==> src/rtl/add32_seq_pkg.sv <==
// Shared constants, operation codes and FSM encoding for the nibble-serial adder.
package add32_seq_pkg;

    localparam int NIBBLE_W      = 4;
    localparam int NSTEP_DEFAULT = 8;

    localparam logic OP_ADD = 1'b0;
    localparam logic OP_SUB = 1'b1;

    typedef enum logic [1:0] {
        IDLE = 2'd0,
        RUN  = 2'd1,
        DONE = 2'd2
    } state_t;

endpackage

==> src/rtl/add32_seq_cla4_slice.sv <==
// 4-bit carry-lookahead adder slice; every carry is expanded from p/g terms.
module cla4_slice (
    input  logic [3:0] a,
    input  logic [3:0] b,
    input  logic       cin,
    output logic [3:0] sum,
    output logic       cout
);

    logic [3:0] p;
    logic [3:0] g;
    logic [4:1] c;

    // Propagate/generate terms and fully flattened lookahead carries.
    always_comb begin
        p    = a ^ b;
        g    = a & b;
        c[1] = g[0] | (p[0] & cin);
        c[2] = g[1] | (p[1] & g[0]) | (p[1] & p[0] & cin);
        c[3] = g[2] | (p[2] & g[1]) | (p[2] & p[1] & g[0])
             | (p[2] & p[1] & p[0] & cin);
        c[4] = g[3] | (p[3] & g[2]) | (p[3] & p[2] & g[1])
             | (p[3] & p[2] & p[1] & g[0]) | (p[3] & p[2] & p[1] & p[0] & cin);
        sum  = p ^ {c[3], c[2], c[1], cin};
        cout = c[4];
    end

endmodule

==> src/rtl/add32_seq.sv <==
// Nibble-serial add/subtract unit: one 4-bit lookahead slice reused over NSTEP
// clock edges, with a valid/ready request side and a valid/ready result side.
module add32_seq
    import add32_seq_pkg::*;
#(
    parameter int NSTEP = NSTEP_DEFAULT,
    localparam int W    = NIBBLE_W * NSTEP
) (
    input  logic         clk,
    input  logic         rst_n,
    input  logic         in_valid,
    output logic         in_ready,
    input  logic [W-1:0] a,
    input  logic [W-1:0] b,
    input  logic         op,
    input  logic         cin,
    output logic         out_valid,
    input  logic         out_ready,
    output logic [W-1:0] sum,
    output logic         cout,
    output logic         ovf,
    output logic         zero,
    output logic         busy
);

    localparam int SW                 = (NSTEP > 1) ? $clog2(NSTEP) : 1;
    localparam logic [SW-1:0] LAST_STEP = SW'(NSTEP - 1);

    state_t        state;
    logic [SW-1:0] step;
    logic          c;
    logic [W-1:0]  a_reg;
    logic [W-1:0]  b_reg;
    logic [W-1:0]  sum_reg;
    logic [W-1:0]  sum_next;
    logic          out_valid_reg;
    logic          cout_reg;
    logic          ovf_reg;
    logic          zero_reg;

    logic [NIBBLE_W-1:0] slice_a;
    logic [NIBBLE_W-1:0] slice_b;
    logic [NIBBLE_W-1:0] slice_sum;
    logic                slice_cout;

    assign slice_a = a_reg[NIBBLE_W*step +: NIBBLE_W];
    assign slice_b = b_reg[NIBBLE_W*step +: NIBBLE_W];

    cla4_slice u_slice (
        .a    (slice_a),
        .b    (slice_b),
        .cin  (c),
        .sum  (slice_sum),
        .cout (slice_cout)
    );

    // Result word as it will look after the current nibble is written; the
    // final-step flags are computed from this so they match the stored sum.
    always_comb begin
        sum_next = sum_reg;
        sum_next[NIBBLE_W*step +: NIBBLE_W] = slice_sum;
    end

    // Control FSM with operand, result and flag registers. The operation code
    // is folded into the stored b operand and carry at accept time, so it is
    // not kept separately.
    always_ff @(posedge clk or negedge rst_n) begin
        if (!rst_n) begin
            state         <= IDLE;
            step          <= '0;
            c             <= 1'b0;
            a_reg         <= '0;
            b_reg         <= '0;
            sum_reg       <= '0;
            out_valid_reg <= 1'b0;
            cout_reg      <= 1'b0;
            ovf_reg       <= 1'b0;
            zero_reg      <= 1'b0;
        end else begin
            case (state)
                IDLE: begin
                    if (in_valid) begin
                        a_reg   <= a;
                        b_reg   <= (op == OP_ADD) ? b : ~b;
                        c       <= (op == OP_ADD) ? cin : 1'b1;
                        sum_reg <= '0;
                        step    <= '0;
                        state   <= RUN;
                    end
                end
                RUN: begin
                    sum_reg <= sum_next;
                    c       <= slice_cout;
                    if (step == LAST_STEP) begin
                        state         <= DONE;
                        out_valid_reg <= 1'b1;
                        cout_reg      <= slice_cout;
                        ovf_reg       <= (a_reg[W-1] == b_reg[W-1]) &&
                                         (sum_next[W-1] != a_reg[W-1]);
                        zero_reg      <= (sum_next == '0);
                    end else begin
                        step <= step + 1'b1;
                    end
                end
                DONE: begin
                    if (out_ready) begin
                        state         <= IDLE;
                        out_valid_reg <= 1'b0;
                        cout_reg      <= 1'b0;
                        ovf_reg       <= 1'b0;
                        zero_reg      <= 1'b0;
                    end
                end
                default: begin
                    state <= IDLE;
                end
            endcase
        end
    end

    assign in_ready  = (state == IDLE);
    assign busy      = (state != IDLE);
    assign out_valid = out_valid_reg;
    assign sum       = sum_reg;
    assign cout      = cout_reg;
    assign ovf       = ovf_reg;
    assign zero      = zero_reg;

endmodule

==> config.mk <==
export PLATFORM = sky130hd
export DESIGN_NAME = add32_seq
export DESIGN_NICKNAME = d
export VERILOG_FILES = /design/src/rtl/add32_seq_pkg.sv /design/src/rtl/add32_seq_cla4_slice.sv /design/src/rtl/add32_seq.sv
export SDC_FILE = /design/constraint.sdc
export NUM_CORES = 1
export LEC_CHECK = 0
export ABC_AREA = 1
export BUFFER_PORTS_ARGS = -buffer_cell sky130_fd_sc_hd__buf_2
export CAP_MARGIN = 20
export CORE_ASPECT_RATIO = 0.6
export CORE_MARGIN = 5
export CORE_UTILIZATION = 40
export CTS_CLUSTER_SIZE = 8
export DETAILED_ROUTE_END_ITERATION = 16
export PLACE_DENSITY = 0.71
export SETUP_SLACK_MARGIN = 0.1
export SYNTH_ARGS = -nofsm -noshare
export SYNTH_HDL_FRONTEND = slang
export SYNTH_SLANG_ARGS = --single-unit
==> constraint.sdc <==
create_clock -name clk -period 3.4 [get_ports clk]
set_input_delay 0.34 -clock clk [delete_from_list [all_inputs] [get_ports clk]]
set_output_delay 0.34 -clock clk [all_outputs]
set_load 0.05 [all_outputs]
==> metrics.md <==
| Metric | Value |
|---|---|
| Ant diodes | 0 |
| Fillers | 1470 |
| Crit path DAT | roughly 3.4 ns |
| Final worst slack | 0.3226 ns |
| Synth area leader | dfrtp_1 |
| Pleak | about 3.5 nW |
| Required @ worst endpoint | about 3.7 ns |
| Total grt overflow | 0 |
| Sequential area share after synthesis | 46.04% |
| Worst path max stage delay | ~0.54 ns |
| WL per Instance | 16.03 µm |
| I/O Pins | 108 |
| CTS tree | done |
| Reg area | around 2700 µm² |
| DRT Wirelength | about 17000 µm |
| Slew Viols, Final | 0 |
| Clock skew | around 0.0093 ns |
| Top-area cell type share of the netlist area | a little under half |
| Maxcap violations | 0 |
| Initial Util | around 40% |
| GRT Total Usage | roughly a fifth |
| Min Tclk post-route | 3.077 ns |
| Unique masters post-synth | 31 |
| Die W | roughly 160 µm |
| Post-DP HPWL | between 10000 and 15000 µm |
| Hold WC Path Type | primary input to async pin |
| Deepest clock path buffer count | 2 |
| Pwr dens | 1169 nW/µm² |
| Routed vias/inst | approximately 5.0 |
| Core Rows | 34 |
| Gpl congestion | 0.9978 |
| Post-synth top cells | 253 x nand2_1, 106 x dfrtp_1, 84 x nor2_1 |
| Initial antenna violation count | 0 |
| Final setup vio count | 0 |
| Ys Warns | 0 |
| Core Footprint | roughly 14000 µm² |
| Vias | about 5300 |
| Post-Syn Area | slightly below 6000 µm² |
| Die area | approximately 17000 µm² |
| Worst slew margin | 35.36% |
| CTS Buf Count | 9 |
| Top-count cell post-synth | nand2_1 |
| Synth top area cells | dfrtp_1 46%, nand2_1 16%, o21ai_0 7.2% |
| Vias in the first global route | approximately 5000 |
| Peak VDD IR | ~0.53 mV |
| Crit. End Element | flop |
| Number of synthesized flops with an enable pin | 0 |
| Final Hold Fails | 0 |
| Worst Reg-to-Reg Cells | 17 |
| Later-pin clock latency in the skew report | around 0.35 ns |
| Max Fclk | roughly 320 MHz |
| Root Driver | clkbuf_16 |
| Reg clk slew, reported paths | roughly 0.08 ns |
| Result of the run | completed |
| Register bit total from synthesis | between 100 and 150 |
| Total negative slack | 0 ns |
| # clock sinks | approximately 110 |
| Post-route clock period utilization | 90.51% |
| DRT Pass-1 Iters | 5 |
| Critical path cell sequence | buf_12 > o21ai_0 > o22ai_1 > nor2_1 > a31oi_2 > fa_2 > nand2_1 > nor2_1 > nand3_1 > nand2_1 > nor2_1 > nand3_1 > nor2_1 > nand2_1 > nor2_1 > nand4_1 > nand2_1 |
| Most used DFF post-synth | dfrtp_1 |
| DIE HEIGHT | just over 100 µm |
| Cells after Synth | 750 |
| Area of the multi-input gates | 2774 µm² |
| Worst-Margin Slew | between 0.9 and 1 ns |
| Nets | 927 |
| Slowest cell on crit path | fa_2 |
| Routed Antenna Nets | 0 |
| Syn Nets | 833 |
| CTS H-tree lvls | 3 |
| Setup WS pre-CTS | 0.2564 ns |
| First-pass GRT wire length | roughly 27000 µm |
| RSZ-0062 raised after global routing | false |
| # port buffers | ~110 |
| Crit start category | flop |
| Synthesized area per cell | a little under 8 µm² |
| DR iter-0 viols | ~470 |
| Ys async rst share | between 90% and 100% |
| Max FO, Critical Path | 41 |
| Crit Path Class | flop to flop |
| Crit path top cell by count | nor2_1 |
| Largest net degree at the start of global routing | between 90 and 100 |
| Synth-to-Final Area Change | 17.92% |
| Layout cells sized above 1 | about 18% |
| DRC | 0 |
==> power breakdown <==
| part | internal (W) | total [W] | switching [W] |
|---|---|---|---|
| clock | 0.000512 | 0.00102 | 0.000506 |
| sequential | 0.00182 | 0.00223 | 0.000414 |
| combinational | 0.00141 | 0.00469 | 0.00328 |
| total | 0.00374 | 0.00794 | 0.00420 |
==> kinds of logic (layout without fill, tap and decap cells) <==
group	after synthesis	after routing	synth area share, %
AND/OR/NAND/NOR	376	376	26.30
AO/OA/AOI/OAI	138	138	13.72
flip-flops	106	106	46.04
buffers and inverters	85	184	6.124
XOR/XNOR	32	32	4.864
adder cells (fa/ha/maj)	13	13	2.953
==> worst max-delay path: cells and delay by family (launching register included) <==
kind            cells  cell delay, ns
fa+ha+maj           1            0.54
simple gates       12            1.25
flops               1            0.43
buf+inv             1            0.23
compound gates      3            0.53
==> stage by stage <==
stage	power [W]	area [µm²]	instances	hold WS [ns]	util, %
floorplan	0.005507	5762	750	0.04441	-
detailed placement	0.006771	6480	1030	0.4349	45.33
global placement	0.006722	6480	1030	0.4287	45.33
CTS	0.007818	6764	1046	0.05395	47.32
global route	0.008562	6794	1047	0.08301	47.53
finish	0.007940	6794	1047	0.02384	47.53
==> cell type report <==
type | count | share of cell area, %
clock buffer | 9 | 3.315
clock inverter | 7 | 0.8656
inverter | 48 | 2.707
timing repair buffer | 120 | 9.595
multi-input combinational | 559 | 40.83
sequential | 106 | 39.04
tap | 198 | 3.646
==> worst paths after layout <==
| kind | endpoint | slack (ns) | startpoint |
|---|---|---|---|
| min in group clk | a_reg[18] | 0.18 | a[18] |
| max in group asynchronous | sum[5] | 2.52 | rst_n |
| hold / removal | b_reg[11] | 0.02 | rst_n |
| setup / recovery | zero | 0.32 | step[0] |
| setup reg to reg | zero | 0.32 | step[0] |
| hold reg to reg | b_reg[15] | 0.49 | b_reg[15] |
==> cells in the final DEF (no fill, tap or decap), types with 2 or more instances in the layout <==
cell type	n
o21ai_0	83
inv_2	4
xnor2_1	32
nand4_1	7
a21oi_1	7
inv_8	2
nand2_2	5
ha_1	12
buf_4	12
nand2_1	252
dfrtp_1	106
clkbuf_16	9
buf_2	106
nor2_1	84
a31oi_1	7
a22o_1	11
nand2_4	3
nand3_1	22
a31oi_2	2
inv_1	41
clkinv_2	3
o211ai_1	2
o22ai_1	21
inv_6	2
==> layer usage <==
layer	track usage [%]	share of wire (%)
met5	0	0
met1	33.29	53
met4	4.409	0.92
met3	6.832	10
met2	24.76	36
==> what timing repair did <==
| action | 4_1_cts | 5_1_grt |
|---|---|---|
| setup buffers | 0 | 1 |
| hold buffers | 0 | 0 |
| setup endpoints to repair | 0 | 1 |
| resized for setup | 0 | 7 |
Power figures use the tool's default switching activity.
